### src/rtl/dist_sequencer_if.sv
// Handshake bundle between the distance sequencer and its host, pipes, accumulator, sqrt and BRAM.
// The master modport is the sequencer's view; the slave modport is the surrounding system's view.
interface dist_sequencer_if #(
    parameter int CW = 8,
    parameter int AW = 12
);
    logic          STARTCALC;
    logic [CW-1:0] NUM_OF_VECTORS;
    logic [CW-1:0] VECTOR_WIDTH;
    logic          MODE;
    logic          RDY_Acc;
    logic          RDY_Sqrt;
    logic          EN_Pipe;
    logic          EN_Acc;
    logic          RST_Acc;
    logic          PRE_Acc;
    logic          EN_Sqrt;
    logic          RES_SEL;
    logic [AW-1:0] ADDR_Bram;
    logic [2:0]    FLAG_Bram;
    logic [CW-1:0] VEC_IDX;
    logic          BUSY;
    logic          DONE;

    modport master (
        input  STARTCALC, NUM_OF_VECTORS, VECTOR_WIDTH, MODE, RDY_Acc, RDY_Sqrt,
        output EN_Pipe, EN_Acc, RST_Acc, PRE_Acc, EN_Sqrt, RES_SEL,
        output ADDR_Bram, FLAG_Bram, VEC_IDX, BUSY, DONE
    );

    modport slave (
        output STARTCALC, NUM_OF_VECTORS, VECTOR_WIDTH, MODE, RDY_Acc, RDY_Sqrt,
        input  EN_Pipe, EN_Acc, RST_Acc, PRE_Acc, EN_Sqrt, RES_SEL,
        input  ADDR_Bram, FLAG_Bram, VEC_IDX, BUSY, DONE
    );
endinterface

### src/rtl/dist_sequencer.sv
// Control sequencer for the distance datapath: per vector it streams LANES-wide chunks from BRAM
// through the pipes into the accumulator, optionally runs sqrt, and writes the result back.
module dist_sequencer #(
    parameter int CW          = 8,
    parameter int AW          = 12,
    parameter int LANES       = 4,
    parameter int DATA_BASE   = 0,
    parameter int RESULT_BASE = 2048
) (
    input  logic            clk,
    input  logic            RST,
    dist_sequencer_if.master bus
);
    localparam int            LANES_LG     = $clog2(LANES);
    localparam logic [AW-1:0] DATA_BASE_A  = AW'(DATA_BASE);
    localparam logic [AW-1:0] RESULT_BASE_A = AW'(RESULT_BASE);
    localparam logic [AW-1:0] LANES_A      = AW'(LANES);

    typedef enum logic [3:0] {
        S_IDLE      = 4'd0,
        S_HARD_RST  = 4'd1,
        S_READ      = 4'd2,
        S_FEED      = 4'd3,
        S_WAIT_ACC  = 4'd4,
        S_SOFT_RST  = 4'd5,
        S_WAIT_SQRT = 4'd6,
        S_WRITE     = 4'd7,
        S_FINISH    = 4'd8
    } state_t;

    state_t        state_r;
    logic [CW-1:0] nvec_r;
    logic          mode_r;
    logic [CW:0]   nch_r;
    logic [CW:0]   chunk_r;
    logic [AW-1:0] dptr_r;
    logic [CW-1:0] vec_idx_r;

    logic          en_pipe_r;
    logic          en_acc_r;
    logic          rst_acc_r;
    logic          pre_acc_r;
    logic          en_sqrt_r;
    logic          res_sel_r;
    logic [AW-1:0] addr_r;
    logic [2:0]    flag_r;
    logic          busy_r;
    logic          done_r;

    // Sequencer FSM; every output is registered from the state being processed on this edge.
    always_ff @(posedge clk or posedge RST) begin
        if (RST) begin
            state_r   <= S_IDLE;
            nvec_r    <= '0;
            mode_r    <= 1'b0;
            nch_r     <= '0;
            chunk_r   <= '0;
            dptr_r    <= '0;
            vec_idx_r <= '0;
            en_pipe_r <= 1'b0;
            en_acc_r  <= 1'b0;
            rst_acc_r <= 1'b0;
            pre_acc_r <= 1'b0;
            en_sqrt_r <= 1'b0;
            res_sel_r <= 1'b0;
            addr_r    <= '0;
            flag_r    <= 3'b000;
            busy_r    <= 1'b0;
            done_r    <= 1'b0;
        end else begin
            // Strobes and BRAM flags fall back to idle unless the current state drives them.
            en_pipe_r <= 1'b0;
            en_acc_r  <= 1'b0;
            rst_acc_r <= 1'b0;
            pre_acc_r <= 1'b0;
            en_sqrt_r <= 1'b0;
            res_sel_r <= 1'b0;
            flag_r    <= 3'b000;
            done_r    <= 1'b0;
            case (state_r)
                S_IDLE: begin
                    if (bus.STARTCALC) begin
                        nvec_r    <= bus.NUM_OF_VECTORS;
                        mode_r    <= bus.MODE;
                        nch_r     <= ({1'b0, bus.VECTOR_WIDTH} + (CW+1)'(LANES - 1)) >> LANES_LG;
                        dptr_r    <= DATA_BASE_A;
                        vec_idx_r <= '0;
                        chunk_r   <= '0;
                        busy_r    <= 1'b1;
                        if ((bus.NUM_OF_VECTORS == '0) || (bus.VECTOR_WIDTH == '0)) begin
                            state_r <= S_FINISH;
                        end else begin
                            state_r <= S_HARD_RST;
                        end
                    end else begin
                        state_r <= S_IDLE;
                    end
                end
                S_HARD_RST: begin
                    rst_acc_r <= 1'b1;
                    en_acc_r  <= 1'b1;
                    chunk_r   <= '0;
                    state_r   <= S_READ;
                end
                S_READ: begin
                    en_acc_r <= 1'b1;
                    flag_r   <= 3'b101;
                    addr_r   <= dptr_r;
                    state_r  <= S_FEED;
                end
                S_FEED: begin
                    en_acc_r  <= 1'b1;
                    en_pipe_r <= 1'b1;
                    flag_r    <= 3'b101;
                    dptr_r    <= dptr_r + LANES_A;
                    chunk_r   <= chunk_r + (CW+1)'(1);
                    state_r   <= S_WAIT_ACC;
                end
                S_WAIT_ACC: begin
                    en_acc_r <= 1'b1;
                    if (bus.RDY_Acc) begin
                        if (chunk_r < nch_r) begin
                            state_r <= S_SOFT_RST;
                        end else if (mode_r) begin
                            state_r <= S_WRITE;
                        end else begin
                            state_r <= S_WAIT_SQRT;
                        end
                    end else begin
                        state_r <= S_WAIT_ACC;
                    end
                end
                S_SOFT_RST: begin
                    rst_acc_r <= 1'b1;
                    pre_acc_r <= 1'b1;
                    en_acc_r  <= 1'b1;
                    state_r   <= S_READ;
                end
                S_WAIT_SQRT: begin
                    en_acc_r  <= 1'b1;
                    en_sqrt_r <= 1'b1;
                    if (bus.RDY_Sqrt) begin
                        state_r <= S_WRITE;
                    end else begin
                        state_r <= S_WAIT_SQRT;
                    end
                end
                S_WRITE: begin
                    flag_r    <= 3'b110;
                    addr_r    <= RESULT_BASE_A + AW'(vec_idx_r);
                    res_sel_r <= ~mode_r;
                    // Compare before incrementing so nvec = 2^CW-1 never wraps VEC_IDX.
                    if (vec_idx_r == (nvec_r - CW'(1))) begin
                        state_r <= S_FINISH;
                    end else begin
                        vec_idx_r <= vec_idx_r + CW'(1);
                        state_r   <= S_HARD_RST;
                    end
                end
                S_FINISH: begin
                    done_r  <= 1'b1;
                    busy_r  <= 1'b0;
                    state_r <= S_IDLE;
                end
                default: begin
                    busy_r  <= 1'b0;
                    state_r <= S_IDLE;
                end
            endcase
        end
    end

    assign bus.EN_Pipe   = en_pipe_r;
    assign bus.EN_Acc    = en_acc_r;
    assign bus.RST_Acc   = rst_acc_r;
    assign bus.PRE_Acc   = pre_acc_r;
    assign bus.EN_Sqrt   = en_sqrt_r;
    assign bus.RES_SEL   = res_sel_r;
    assign bus.ADDR_Bram = addr_r;
    assign bus.FLAG_Bram = flag_r;
    assign bus.VEC_IDX   = vec_idx_r;
    assign bus.BUSY      = busy_r;
    assign bus.DONE      = done_r;
endmodule

### src/flat_wrapper.sv
// flat-port wrapper written by rule: the top's interface ports become plain ports
module dist_sequencer_flat 
#(
    parameter int CW          = 8,
    parameter int AW          = 12,
    parameter int LANES       = 4,
    parameter int DATA_BASE   = 0,
    parameter int RESULT_BASE = 2048
)
  (clk, RST, bus_STARTCALC, bus_NUM_OF_VECTORS, bus_VECTOR_WIDTH, bus_MODE, bus_RDY_Acc, bus_RDY_Sqrt, bus_EN_Pipe, bus_EN_Acc, bus_RST_Acc, bus_PRE_Acc, bus_EN_Sqrt, bus_RES_SEL, bus_ADDR_Bram, bus_FLAG_Bram, bus_VEC_IDX, bus_BUSY, bus_DONE);
  dist_sequencer_if #(.CW(CW), .AW(AW)) bus_i ();
  input  logic clk;
  input  logic RST;
  input wire logic [$bits(bus_i.STARTCALC)-1:0] bus_STARTCALC;
  input wire logic [$bits(bus_i.NUM_OF_VECTORS)-1:0] bus_NUM_OF_VECTORS;
  input wire logic [$bits(bus_i.VECTOR_WIDTH)-1:0] bus_VECTOR_WIDTH;
  input wire logic [$bits(bus_i.MODE)-1:0] bus_MODE;
  input wire logic [$bits(bus_i.RDY_Acc)-1:0] bus_RDY_Acc;
  input wire logic [$bits(bus_i.RDY_Sqrt)-1:0] bus_RDY_Sqrt;
  output wire logic [$bits(bus_i.EN_Pipe)-1:0] bus_EN_Pipe;
  output wire logic [$bits(bus_i.EN_Acc)-1:0] bus_EN_Acc;
  output wire logic [$bits(bus_i.RST_Acc)-1:0] bus_RST_Acc;
  output wire logic [$bits(bus_i.PRE_Acc)-1:0] bus_PRE_Acc;
  output wire logic [$bits(bus_i.EN_Sqrt)-1:0] bus_EN_Sqrt;
  output wire logic [$bits(bus_i.RES_SEL)-1:0] bus_RES_SEL;
  output wire logic [$bits(bus_i.ADDR_Bram)-1:0] bus_ADDR_Bram;
  output wire logic [$bits(bus_i.FLAG_Bram)-1:0] bus_FLAG_Bram;
  output wire logic [$bits(bus_i.VEC_IDX)-1:0] bus_VEC_IDX;
  output wire logic [$bits(bus_i.BUSY)-1:0] bus_BUSY;
  output wire logic [$bits(bus_i.DONE)-1:0] bus_DONE;
  assign bus_i.STARTCALC = bus_STARTCALC;
  assign bus_i.NUM_OF_VECTORS = bus_NUM_OF_VECTORS;
  assign bus_i.VECTOR_WIDTH = bus_VECTOR_WIDTH;
  assign bus_i.MODE = bus_MODE;
  assign bus_i.RDY_Acc = bus_RDY_Acc;
  assign bus_i.RDY_Sqrt = bus_RDY_Sqrt;
  assign bus_EN_Pipe = bus_i.EN_Pipe;
  assign bus_EN_Acc = bus_i.EN_Acc;
  assign bus_RST_Acc = bus_i.RST_Acc;
  assign bus_PRE_Acc = bus_i.PRE_Acc;
  assign bus_EN_Sqrt = bus_i.EN_Sqrt;
  assign bus_RES_SEL = bus_i.RES_SEL;
  assign bus_ADDR_Bram = bus_i.ADDR_Bram;
  assign bus_FLAG_Bram = bus_i.FLAG_Bram;
  assign bus_VEC_IDX = bus_i.VEC_IDX;
  assign bus_BUSY = bus_i.BUSY;
  assign bus_DONE = bus_i.DONE;
  dist_sequencer #(.CW(CW), .AW(AW), .LANES(LANES), .DATA_BASE(DATA_BASE), .RESULT_BASE(RESULT_BASE)) u_core (.clk(clk), .RST(RST), .bus(bus_i));
endmodule
### config.mk
export PLATFORM = sky130hd
export DESIGN_NAME = dist_sequencer_flat
export DESIGN_NICKNAME = d
export VERILOG_FILES = /design/src/rtl/dist_sequencer_if.sv /design/src/rtl/dist_sequencer.sv /design/src/flat_wrapper.sv
export SDC_FILE = /design/constraint.sdc
export NUM_CORES = 1
export LEC_CHECK = 0
export ABC_CLOCK_PERIOD_IN_PS = 2500
export BUFFER_PORTS_ARGS = -buffer_cell sky130_fd_sc_hd__buf_2
export CAP_MARGIN = 20
export CORE_UTILIZATION = 42
export CTS_CLUSTER_DIAMETER = 80
export DETAILED_ROUTE_END_ITERATION = 12
export PLACE_DENSITY_LB_ADDON = 0.15
export SLEW_MARGIN = 40
export SYNTH_ARGS = -nofsm -noshare
export SYNTH_HDL_FRONTEND = slang
export SYNTH_SLANG_ARGS = --single-unit
### constraint.sdc
create_clock -name clk -period 2.5 [get_ports clk]
set_input_delay 0.5 -clock clk [delete_from_list [all_inputs] [get_ports clk]]
set_output_delay 0.5 -clock clk [all_outputs]
set_load 0.1 [all_outputs]
==> out/results.tsv <==
metric	value	unit
ios	53	
fillers	752	
clkLatencyLatePin	0.34	ns
clkTransAtPathRegs	0.07	ns
clkSinkCount	70	
seq_area	0.00175	mm²
cts_tree	yes	
synthArstFlopShare	100	%
core	0.00789	mm²
ys_seq_elements	70	
met2_wirelength	3600	µm
groute.usage.overall	20.2	%
startpoint_type	flip-flop	
cp_slowest_cell	dfrtp_1	
die_y	93.1	µm
cts_root_buf	clkbuf_8	
path_class	flip-flop to flip-flop	
worstRegToRegCells	8	
die_w	93.1	µm
rsz0062_at_grt	false	
first_pass_iters	4	
cts_made_buffers	9	
synth_area_per_cell	9.31	µm²
yosysUniqueCellTypes	47	
final.setup.tns	0	ns
synth-edff-count	0	
p_per_area	1080	mW/mm²
dr_wl_met3	344	µm
clock.fmax	426	MHz
setup_viol	0	
viasPerCell	5.39	
top_layer	met4	
area_delta_synth_final	17.4	%
layout_common_cells	nand2_1, dfrtp_1, buf_2	
power	4.42	mW
multi_input_area	0.00162	mm²
synth_area	0.00348	mm²
grt_pass1_wl	13400	µm
n_antenna_cell	0	
grt-ovfl-total	0	
fin_crit	2.35	ns
ir_drop	0.000694	V
die-area	0.00866	mm²
status	complete, no violations	
grt_pass1_vias	2807	
hold_viol_final	0	
drc	0	
syn-num-nets	406	
grt_max_degree	47	
yosys_warnings	0	
wl	7820	µm
synthCells	374	
port-buffer-count	52	
slowest_delay	0.44	ns
post_drt_wl_per_cell	14.6	µm
start_util	44.1	%
path_cells	inv_1 -> ha_1 -> and2b_1 -> or3_1 -> a31oi_1 -> o211ai_2 -> and3_1 -> a31o_2	
cts_buffer_depth	2	
critical_path_required	2.73	ns
power_leakage	2.09	nW
tightest_slew	0.724	ns
worstPathMaxFanout	8	
dp_hpwl	5630	µm
final_area	0.00409	mm²
report.final.slew_viol_count	0	
cp.arrival	2.58	ns
drive_above_1_share	18.9	%
antenna_found_initial	0	
placed_cell_area	0.00389	mm²
setup.worst_path.end_class	flip-flop	
drtAntennaViolNets	0	
min_path_type	primary input to async pin	
cap_violations	0	
drt_iter0_drc	99	
ys_seq_area_share	50.3	%
skew	0.00532	ns
slew_headroom	51.5	%
num_vias	2895	
min_period_over_period	93.9	%
gp_congestion	0.855	
ys.flop_type	dfrtp_1	
ctsHoldBuffers	0	
final_nets	464	
htreeDepth	3	
met1_length	3750	µm
rows	32	
through the flow:
step	util, %	hold slack [ns]	setup WS, ns	cells
2_1_floorplan	-	0.426	0.0879	374
3_3_place_gp	49.3	0.457	0.213	522
3_5_place_dp	49.3	0.458	0.134	522
4_1_cts	51.7	0.224	0.134	536
5_1_grt	51.8	0.263	0.0159	537
6_report	51.8	0.204	0.152	537
area by class of cell:
class | count | share of cell area [%]
inverters | 17 | 1.56
clock buffers | 13 | 3.89
well taps | 102 | 3.12
clock inverters | 1 | 0.734
multi-input cells | 274 | 39.7
repair buffers | 60 | 8.14
flip-flops and latches | 70 | 42.8
cells by family (layout without fill, tap and decap cells):
kind of cell | count (synthesis) | count (layout) | synth area share (%)
compound gates | 68 | 68 | 12.9
xor+xnor | 19 | 19 | 4.78
fa+ha+maj | 10 | 10 | 3.59
buf+inv | 30 | 91 | 3.23
flops | 70 | 70 | 50.3
mux | 5 | 5 | 1.47
simple gates | 172 | 172 | 23.7
synth_stat cells, types with 10 or more instances:
cell type	count	area [µm²]
dfrtp_1	70	1750
nand2_1	70	263
nor2_1	28	105
o21ai_0	24	120
nand3_1	18	90.1
inv_1	16	60.1
clkbuf_1	13	48.8
ha_1	10	125
xor2_1	10	87.6
flip-flops by register name, summed over array words and instances, names as in the netlist:
signal / flops
u_core.bus.FLAG_Bram: 3
u_core.chunk_r: 9
u_core.bus.PRE_Acc: 1
u_core.state_r: 4
u_core.mode_r: 1
u_core.bus.RES_SEL: 1
u_core.nvec_r: 8
u_core.bus.EN_Pipe: 1
u_core.bus.RST_Acc: 1
u_core.bus.EN_Sqrt: 1
u_core.bus.EN_Acc: 1
u_core.dptr_r: 10
u_core.bus.VEC_IDX: 8
u_core.bus.DONE: 1
u_core.bus.BUSY: 1
u_core.bus.ADDR_Bram: 12
u_core.nch_r: 7
layer usage:
metal / up-vias / GRT usage [%]
met3: 13 / 4.23
met5: - / 0
met4: 0 / 8.08
met2: 61 / 30.8
li1: 1428 / -
met1: 1393 / 28.0
power by group:
part | leakage, nW | switching (mW) | internal, mW
logic | 1.06 | 1.33 | 0.543
registers | 0.927 | 0.254 | 1.39
clock network | 0.0956 | 0.399 | 0.506
total | 2.09 | 1.98 | 2.43
critical path: cells and delay by family, from the launching register on:
| family | cells | cell delay (ns) |
|---|---|---|
| adder cells (fa/ha/maj) | 1 | 0.26 |
| AND/OR/NAND/NOR | 3 | 0.75 |
| AO/OA/AOI/OAI | 3 | 0.70 |
| buffers and inverters | 1 | 0.09 |
| flip-flops | 1 | 0.44 |
repair_timing:
item                       CTS  global route
gates resized for setup      0             1
setup endpoints to repair    0             1
buffers inserted             0             1
hold endpoints to repair     0             0
worst paths after layout:
check | start | slack [ns] | to
min | RST | 0.20 | u_core.bus.FLAG_Bram[0]$_DFF_PP0_
max | u_core.nvec_r[0]$_DFFE_PP0P_ | 0.15 | u_core.bus.VEC_IDX[1]$_DFFE_PP0P_
min in group clk | bus_MODE | 0.34 | u_core.mode_r$_DFFE_PP0P_
max in group asynchronous | RST | 1.66 | u_core.nvec_r[7]$_DFFE_PP0P_
min reg2reg | u_core.bus.ADDR_Bram[7]$_DFFE_PP0P_ | 0.47 | u_core.bus.ADDR_Bram[7]$_DFFE_PP0P_
max reg2reg | u_core.nvec_r[0]$_DFFE_PP0P_ | 0.15 | u_core.bus.VEC_IDX[1]$_DFFE_PP0P_
Note: power is estimated with default switching activity, not from simulation.
